==> src/rtl/pr_free_list_pkg.sv <==
// Shared core types for the physical register free list.
// PR numbering, bank split and free-list sizing.
package core_types;

  localparam int PR_COUNT = 128;
  localparam int PRF_BANK_COUNT = 4;
  localparam int AR6_COUNT = 64;

  localparam int LOG_PR_COUNT = $clog2(PR_COUNT);
  localparam int LOG_PRF_BANK_COUNT = $clog2(PRF_BANK_COUNT);

  localparam int FREE_LIST_LENGTH_PER_BANK =
    PR_COUNT / PRF_BANK_COUNT;
  localparam int LOG_FREE_LIST_LENGTH_PER_BANK =
    $clog2(FREE_LIST_LENGTH_PER_BANK);
  localparam int FREE_LIST_LOWER_THRESHOLD = 8;

  localparam int UPPER_PR_WIDTH =
    LOG_PR_COUNT - LOG_PRF_BANK_COUNT;

  typedef logic [LOG_PR_COUNT-1:0] PR_t;
  typedef logic [UPPER_PR_WIDTH-1:0] upper_PR_t;
  typedef logic [LOG_PRF_BANK_COUNT-1:0] PR_bank_t;

  typedef logic [LOG_FREE_LIST_LENGTH_PER_BANK-1:0] fl_ptr_t;
  typedef logic [LOG_FREE_LIST_LENGTH_PER_BANK:0] fl_count_t;

  function automatic upper_PR_t upper_PR_bits(input PR_t pr);
    return pr[LOG_PR_COUNT-1:LOG_PRF_BANK_COUNT];
  endfunction

  function automatic PR_bank_t PR_bank_bits(input PR_t pr);
    return pr[LOG_PRF_BANK_COUNT-1:0];
  endfunction

endpackage

==> src/rtl/pr_free_list_if.sv <==
// Free-list bus: ROB free path and rename on one side,
// banked free list on the other.
interface pr_free_list_if;
  import core_types::*;

  logic [PRF_BANK_COUNT-1:0] enq_valid;
  PR_t [PRF_BANK_COUNT-1:0] enq_PR;

  logic [PRF_BANK_COUNT-1:0] deq_valid;
  PR_t [PRF_BANK_COUNT-1:0] deq_PR;
  logic [PRF_BANK_COUNT-1:0] deq_ready;

  fl_count_t [PRF_BANK_COUNT-1:0] bank_count;
  logic [PRF_BANK_COUNT-1:0] bank_low;

  logic enq_overflow_err;
  logic enq_bank_err;

  modport master (
    output enq_valid,
    output enq_PR,
    output deq_ready,
    input deq_valid,
    input deq_PR,
    input bank_count,
    input bank_low,
    input enq_overflow_err,
    input enq_bank_err
  );

  modport slave (
    input enq_valid,
    input enq_PR,
    input deq_ready,
    output deq_valid,
    output deq_PR,
    output bank_count,
    output bank_low,
    output enq_overflow_err,
    output enq_bank_err
  );

endinterface

==> src/rtl/pr_free_list_bank.sv <==
// One bank of the free list: circular FIFO of upper PR bits.
// Bank bits are implied by BANK and never stored.
module pr_free_list_bank
  import core_types::*;
#(
  parameter int BANK = 0,
  parameter int RESET_BASE = 16,
  parameter int RESET_FILL = 16
) (
  input  logic      clk,
  input  logic      rst,
  input  logic      enq_valid,
  input  PR_t       enq_PR,
  output logic      deq_valid,
  output PR_t       deq_PR,
  input  logic      deq_ready,
  output fl_count_t count,
  output logic      low,
  output logic      overflow_err,
  output logic      bank_err
);

  localparam int LEN = FREE_LIST_LENGTH_PER_BANK;
  localparam PR_bank_t BANK_BITS = PR_bank_t'(BANK);

  upper_PR_t mem [LEN];
  fl_ptr_t   head;
  fl_ptr_t   tail;

  logic full;
  logic enq_acc;
  logic deq_acc;

  assign full = (count == fl_count_t'(LEN));
  assign deq_valid = (count != '0);
  assign deq_PR = {mem[head], BANK_BITS};
  assign low =
    (count < fl_count_t'(FREE_LIST_LOWER_THRESHOLD));

  // empty bank: deq_valid is low, so no same-cycle bypass
  assign enq_acc = enq_valid & ~full;
  assign deq_acc = deq_valid & deq_ready;

  always_ff @(posedge clk) begin
    if (rst) begin
      for (int i = 0; i < LEN; i++) begin
        mem[i] <= (i < RESET_FILL) ?
          upper_PR_t'(RESET_BASE + i) : '0;
      end
      head <= '0;
      tail <= fl_ptr_t'(RESET_FILL);
      count <= fl_count_t'(RESET_FILL);
      overflow_err <= 1'b0;
      bank_err <= 1'b0;
    end else begin
      if (enq_acc) begin
        mem[tail] <= upper_PR_bits(enq_PR);
        tail <= tail + 1'b1;
      end
      if (deq_acc) begin
        head <= head + 1'b1;
      end
      count <= count
        + fl_count_t'(enq_acc)
        - fl_count_t'(deq_acc);
      if (enq_valid && full) begin
        overflow_err <= 1'b1;
      end
      if (enq_valid &&
          PR_bank_bits(enq_PR) != BANK_BITS) begin
        bank_err <= 1'b1;
      end
    end
  end

endmodule

==> src/rtl/pr_free_list.sv <==
// Banked PR free list: one FIFO per PRF bank,
// freed PRs return to their own bank.
module pr_free_list
  import core_types::*;
(
  input logic CLK,
  input logic RST,
  pr_free_list_if.slave fl
);

  // PRs below AR6_COUNT are architecturally mapped at reset
  localparam int RESET_BASE = AR6_COUNT / PRF_BANK_COUNT;
  localparam int RESET_FILL =
    FREE_LIST_LENGTH_PER_BANK - RESET_BASE;

  logic [PRF_BANK_COUNT-1:0] overflow_err;
  logic [PRF_BANK_COUNT-1:0] bank_err;

  for (genvar b = 0; b < PRF_BANK_COUNT; b++) begin : g_bank
    pr_free_list_bank #(
      .BANK(b),
      .RESET_BASE(RESET_BASE),
      .RESET_FILL(RESET_FILL)
    ) u_bank (
      .clk(CLK),
      .rst(RST),
      .enq_valid(fl.enq_valid[b]),
      .enq_PR(fl.enq_PR[b]),
      .deq_valid(fl.deq_valid[b]),
      .deq_PR(fl.deq_PR[b]),
      .deq_ready(fl.deq_ready[b]),
      .count(fl.bank_count[b]),
      .low(fl.bank_low[b]),
      .overflow_err(overflow_err[b]),
      .bank_err(bank_err[b])
    );
  end

  assign fl.enq_overflow_err = |overflow_err;
  assign fl.enq_bank_err = |bank_err;

endmodule

==> src/flat_wrapper.sv <==
// flat-port wrapper written by rule: the top's interface ports become plain ports
module pr_free_list_flat import core_types::*;
  (CLK, RST, fl_enq_valid, fl_enq_PR, fl_deq_ready, fl_deq_valid, fl_deq_PR, fl_bank_count, fl_bank_low, fl_enq_overflow_err, fl_enq_bank_err);
  pr_free_list_if fl_i ();
  input logic CLK;
  input logic RST;
  input wire logic [$bits(fl_i.enq_valid)-1:0] fl_enq_valid;
  input wire logic [$bits(fl_i.enq_PR)-1:0] fl_enq_PR;
  input wire logic [$bits(fl_i.deq_ready)-1:0] fl_deq_ready;
  output wire logic [$bits(fl_i.deq_valid)-1:0] fl_deq_valid;
  output wire logic [$bits(fl_i.deq_PR)-1:0] fl_deq_PR;
  output wire logic [$bits(fl_i.bank_count)-1:0] fl_bank_count;
  output wire logic [$bits(fl_i.bank_low)-1:0] fl_bank_low;
  output wire logic [$bits(fl_i.enq_overflow_err)-1:0] fl_enq_overflow_err;
  output wire logic [$bits(fl_i.enq_bank_err)-1:0] fl_enq_bank_err;
  assign fl_i.enq_valid = fl_enq_valid;
  assign fl_i.enq_PR = fl_enq_PR;
  assign fl_i.deq_ready = fl_deq_ready;
  assign fl_deq_valid = fl_i.deq_valid;
  assign fl_deq_PR = fl_i.deq_PR;
  assign fl_bank_count = fl_i.bank_count;
  assign fl_bank_low = fl_i.bank_low;
  assign fl_enq_overflow_err = fl_i.enq_overflow_err;
  assign fl_enq_bank_err = fl_i.enq_bank_err;
  pr_free_list u_core (.CLK(CLK), .RST(RST), .fl(fl_i));
endmodule
==> config.mk <==
export PLATFORM = sky130hd
export DESIGN_NAME = pr_free_list_flat
export DESIGN_NICKNAME = d
export VERILOG_FILES = /design/src/rtl/pr_free_list_pkg.sv /design/src/rtl/pr_free_list_if.sv /design/src/rtl/pr_free_list_bank.sv /design/src/rtl/pr_free_list.sv /design/src/flat_wrapper.sv
export SDC_FILE = /design/constraint.sdc
export NUM_CORES = 1
export LEC_CHECK = 0
export ABC_AREA = 1
export CAP_MARGIN = 15
export CORE_ASPECT_RATIO = 0.5
export CORE_MARGIN = 10
export CORE_UTILIZATION = 40
export DETAILED_ROUTE_END_ITERATION = 7
export SYNTH_ARGS = -nofsm -noshare
export SYNTH_HDL_FRONTEND = slang
export SYNTH_SLANG_ARGS = --single-unit
==> constraint.sdc <==
create_clock -name CLK -period 2.4 [get_ports CLK]
set_input_delay 0.24 -clock CLK [delete_from_list [all_inputs] [get_ports CLK]]
set_output_delay 0.24 -clock CLK [all_outputs]
set_load 0.1 [all_outputs]
# Yosys cells after proc, flatten, opt, wreduce, memory -nomap -nowiden
# Memory sizes are Yosys's and may differ from the RTL's. A register that Yosys moved wholly into a read port is not among the register bits.
# Index checks and enable logic that the tools add are counted.
[op_classes]
n_addsub = 16
multipliers = 0
div_mod_pow = 0
order_cmp = 4
n_eq_ne = 7
shifts = 0
muxes = 34
bitwise_logic = 12
n_reduce_logical = 19
[op_table]
columns = ["cell", "n"]
rows = [
  ["$mux 5", 16],
  ["$add 5x1->5 const B", 8],
  ["$add 6x1->6", 4],
  ["$eq 6x6->1 const B", 4],
  ["$lt 6x4->1 const B", 4],
  ["$reduce_bool 6->1", 4],
  ["$sub 6x1->6", 4],
  ["$reduce_or 5->1", 4],
  ["$mux 1", 18],
  ["$and 1x1->1", 8],
  ["$logic_and 1x1->1", 8],
  ["$reduce_or 4->1", 2],
  ["$ne 2x2->1 const B", 2],
  ["$not 1->1", 4],
  ["$ne 2x1->1 const B", 1],
  ["$reduce_bool 2->1", 1],
]
[word_totals]
register_bits = 72
latch_bits = 0
ram_bits = 640
romBits = 0
in_bits = 38
output_inout_bits = 62
mem_count = 4
[memory_table]
columns = ["memory", "depth", "width", "rd", "rd_ports_with_merged_regs", "write_ports", "line", "source"]
rows = [
  ["u_core.g_bank[0].u_bank.mem", 32, 5, 1, 1, 32, "pr_free_list_bank.sv:26", "upper_PR_t mem [LEN];"],
  ["u_core.g_bank[1].u_bank.mem", 32, 5, 1, 1, 32, "pr_free_list_bank.sv:26", ""],
  ["u_core.g_bank[2].u_bank.mem", 32, 5, 1, 1, 32, "pr_free_list_bank.sv:26", ""],
  ["u_core.g_bank[3].u_bank.mem", 32, 5, 1, 1, 32, "pr_free_list_bank.sv:26", ""],
]

# Depth between registers and ports, before layout
[logic_depth]
word_depth = 8
depth_mapped = 18
depth_no_buf = 18

# By module
# Synthesis repeated with hierarchy kept, for this count alone.
[hier_totals]
cells_unflattened = 3886
area_unflattened_um2 = 34898.5
[by_module_without_submodules]
columns = ["module", "instances", "cells_each", "area_per_inst_um2", "seq_area_each_um2"]
rows = [
  ["pr_free_list_bank (u_core.g_bank[0].u_bank)", 1, 969, 8758.4, 5265.0],
  ["pr_free_list_bank (u_core.g_bank[2].u_bank)", 1, 971, 8709.6, 5265.0],
  ["pr_free_list_bank (u_core.g_bank[1].u_bank)", 1, 971, 8708.4, 5265.0],
  ["pr_free_list_bank (u_core.g_bank[3].u_bank)", 1, 969, 8699.6, 5265.0],
  ["pr_free_list", 1, 6, 22.5, 0.0],
]

# Worst setup path after synthesis
# Ideal clock, no wire load.
[synth_timing]
kind = "reg-to-reg"
startpoint = "register u_core.g_bank[3].u_bank.count[4]"
endpoint = "register u_core.g_bank[3].u_bank.count[4]"
setup_ps = 58
arrival_time_ps = 2905
required_ps = 2342
path_slack_ps = -563
stages_incl_launch_ff = 18
path_buffers = 0
period_less_slack_ps = 2963
path_cell_list = "dfxtp_1 > inv_1 > ha_1 > nand4_1 > nand2_1 > nor2_1 > inv_1 > nand2_1 > ha_1 > inv_1 > fa_1 > inv_1 > nand2_1 > nand2_1 > a21oi_1 > nor2_1 > nor2_1 > nand2_1"
[synth_via]
elab_cells_between_ends = 7
classes_between = "add/sub (2); eq/ne (1); bitwise (3); reduce/logical (1)"
[synth_lines]
columns = ["element", "line", "source"]
rows = [
  ["start: declaration", "pr_free_list_bank.sv:17", "output fl_count_t count,"],
  ["start signal: assignment", "pr_free_list_bank.sv:52", "count <= fl_count_t'(RESET_FILL);"],
  ["start signal: assignment", "pr_free_list_bank.sv:63", "count <= count"],
  ["$reduce_bool 6->1", "pr_free_list_bank.sv:35", "assign deq_valid = (count != '0);"],
  ["named net u_core.g_bank[3].u_bank.deq_valid", "pr_free_list_bank.sv:14", "output logic deq_valid,"],
  ["$and 1x1->1", "pr_free_list_bank.sv:42", "assign deq_acc = deq_valid & deq_ready;"],
  ["$sub 6x1->6", "pr_free_list_bank.sv:65", "- fl_count_t'(deq_acc);"],
]
# The timed path passes the listed nets, and every way through them passes these cells.
# A chain may end at the register's enable or synchronous reset.

==> flow_metrics.tcl <==
set metrics [dict create \
    outcome "finished with violations" \
    violations "negative setup slack" \
    grt_use_met2_pct 29.6 \
    setup_ws_ps -94.2 \
    clkLatencyLatePin_ps 650 \
    period_share_pct 104 \
    reg2reg_depth 10 \
    dpl.hpwl_microns 56600 \
    worstReg2RegEnd "u_core.g_bank[2].u_bank.mem[9][3]" \
    crit_family "simple AND/OR/NAND/NOR gates" \
    worstMarginPinSlew_ps 681 \
    p_leak_uw 0.0167 \
    required_ps 2160 \
    num_io_pins 100 \
    synth_cell_types 32 \
    initial_utilization_pct 40.3 \
    placedCellCount 5079 \
    hold_end "u_core.g_bank[2].u_bank.count[0]" \
    synth-seq-cells 732 \
    cts_max_level 3 \
    cts_root_buf "clkbuf_16" \
    via_per_inst 5.09 \
    cts_tree "yes" \
    skew_ps 27.0 \
    vias 26700 \
    clkTransAtPathRegs_ps 60 \
    period_needed_ps 2490 \
    totalWireLength_microns 92100 \
    synth.avg_cell_area_sq_um 8.92 \
    rsz0062_at_grt "yes" \
    multi_input_area_sq_mm 0.0126 \
    mostFrequentLayoutCells "nand2_1 (1342), edfxtp_1 (640), nor2_1 (545)" \
    post-route-util_pct 48.4 \
    cp_cell_sequence "buf_12 > buf_8 > nand2_1 > nand3_1 > nand3_1 > nand2_1 > nand2_1 > nand2_1 > nand2_1 > nand2_2 > buf_12" \
    grt_pass1_vias 26100 \
    cp_num_buf_inv 3 \
    syn_inst 3885 \
    hold_depth 3 \
    clock_sinks 732 \
    ir_worst_vdd_mv 0.601 \
    grt_max_degree 68 \
    tns_ps -998 \
    crit_path_end_kind "primary output" \
    crit_type "reg2out" \
    hp-start "RST" \
    fp.dieH_microns 228 \
    grt-busiest-layer "met2" \
    antenna_left 0 \
    gr-usage-all-layers_pct 17.6 \
    synth_area_sq_mm 0.0346 \
    netlist.area_leader.share_pct 55.5 \
    cp_slowest_cell "dfxtp_4" \
    switching_power_uw 12500 \
    drive_gt1_share_pct 15.7 \
    ys_seq_area_share_pct 60.8 \
    worstSetupStartpointType "flop" \
    hold_path.class "in2reg" \
    wl_per_cell_microns 17.5 \
    worstPathArrival_ps 2250 \
    fill_cells 7951 \
    finalHoldViolations 0 \
    clockBufferDepth 3 \
    slowest_delay_ps 460 \
    path_common_cell "nand2_1" \
    rows 76 \
    routabilityCongestion 0.836 \
    drt_iter0_drc 2622 \
    p_comb_share_pct 28.2 \
    die_w_microns 436 \
    fp.dieArea_sq_mm 0.0995 \
    cts_buffers 70 \
    timing.max_cap.violations 0 \
    use_met1_pct 23.0 \
    antenna_found_initial 0 \
    setup_violations 19 \
    p_clk_share_pct 30.9 \
    fin_nets 4124 \
    pwr-share-seq_pct 40.9 \
    io_buffers 91 \
    drcViolationCount 0 \
    grt_pass1_wl_microns 141000 \
    power_uw 36300 \
    synth_top_area_cell "edfxtp_1" \
    met3_usage_pct 2.98 \
    synth_area_leaders "edfxtp_1 (55%), nand2_1 (15%), nand3_1 (7.3%), nor2_1 (5.9%), dfxtp_1 (5.3%)" \
    slew_violations 0 \
    firstDrtPassIters 5 \
    p_int_uw 23700 \
    finalNonFillerCells 5252 \
    switching_share_pct 34.5 \
    p_per_area_mw_per_mm2 871 \
    syn_to_final_growth_pct 20.1 \
    holdBufCountCts 0 \
    crit_fanout 11 \
    regArea_sq_mm 0.0212 \
    layout.cells.most_common "nand2_1" \
    r2r_start "u_core.g_bank[2].u_bank.count[3]" \
    design.core.area_sq_mm 0.0860 \
    grt-ovfl-total 0 \
    pre_cts_ws_ps 32.7 \
    fmax_mhz 401 \
    relSlewSlack_pct 54.1 \
    diodes 0 \
    rrSetupSlack_ps 110 \
    yosys_warnings 0 \
]
==> area by class of cell <==
class	count	area share, %
sequential	732	50.8
clock inverter	43	0.998
timing repair buffer	286	7.97
tap	1170	3.52
inverter	220	2.12
multi-input combinational	2716	30.2
clock buffer	85	4.40
==> repair_timing <==
action | 4_1_cts | 5_1_grt
endpoints found under the setup margin | 20 | 36
cloned | 14 | 13
setup buffers | 17 | 9
gates resized for setup | 131 | 168
pin swaps | 15 | 91
==> sequential cells by signal, indices dropped and copies added (netlist names), named ones only <==
name	flops
u_core.g_bank.u_bank.tail	20
u_core.g_bank.u_bank.count	24
u_core.g_bank.u_bank.mem	640
u_core.g_bank.u_bank.overflow_err	4
u_core.g_bank.u_bank.head	20
u_core.g_bank.u_bank.bank_err	4
==> worst max path at each step <==
| stage | from | cells after the start | slack [ps] | endpoint |
|---|---|---|---|---|
| final | flop | 11 | -90 | fl_deq_PR[19] |
| after global routing | flop | 11 | -200 | fl_deq_PR[18] |
| after CTS | flop | 12 | -110 | fl_deq_PR[25] |
| after detailed placement | fl_enq_valid[0] | 16 | 30 | u_core.g_bank[0].u_bank.count[4] |
| after global placement | fl_enq_valid[2] | 13 | 70 | u_core.g_bank[2].u_bank.count[4] |
| after floorplan | u_core.g_bank[1].u_bank.count[2] | 15 | 8 | u_core.g_bank[1].u_bank.count[4] |
==> stage by stage <==
| stage | hold WS [ps] | instance area [sq um] |
|---|---|---|
| after floorplan | 383 | 34700 |
| after global placement | 448 | 37500 |
| after detailed placement | 455 | 37500 |
| after CTS | 68.5 | 40800 |
| after global routing | 98.8 | 41600 |
| final | 103 | 41600 |
==> power by group through the flow <==
stage          logic (uW)  registers [uW]  clock network (uW)
5_1_grt             11000           14900               11900
4_1_cts              9790           14800               11400
2_1_floorplan        5460           16100                   0
3_5_place_dp         9100           15100                   0
6_report            10200           14800               11200
3_3_place_gp         9040           15000                   0
==> kinds of logic (layout without fill, tap and decap cells) <==
kind of cell | count (synthesis) | after routing | share of synthesized area (%)
AOI/OAI and AO/OA | 97 | 97 | 1.45
xor gates and xnor gates | 8 | 8 | 0.202
buffers and inverters | 443 | 634 | 5.31
DFF | 732 | 732 | 60.8
other | 2 | 8 | 0.0217
adders and majority gates | 60 | 60 | 2.25
and+or+nand+nor | 2543 | 2543 | 30.0
==> metal layers <==
layer	share of wire, %	vias to the layer above
met1	43	12700
met3	6.7	157
met4	2.7	0
met2	48	838
met5	0	-
li1	-	13000
==> cell usage after synthesis, drive strengths merged <==
| cell type | number |
|---|---|
| o21ai | 31 |
| buf | 105 |
| dfxtp | 92 |
| a21oi | 58 |
| nand2 | 1439 |
| nor3 | 16 |
| clkbuf | 118 |
| conb | 2 |
| nor2 | 562 |
| inv | 213 |
| fa | 4 |
| nand3 | 508 |
| nand4 | 12 |
| nor3b | 6 |
| o21bai | 1 |
| xnor2 | 8 |
| a21boi | 4 |
| edfxtp | 640 |
| a31oi | 2 |
| ha | 56 |
| o21a | 1 |
| clkinv | 7 |
==> worst register-to-register path: stages, from the launching register on <==
cell	delay, ps
dfxtp_4	360
inv_1	60
ha_1	190
nand4_1	130
nand2_2	110
buf_12	140
nor2_2	150
nand2_1	260
nor2_1	290
inv_1	100
nand2_1	190
Power figures use the tool's default switching activity.
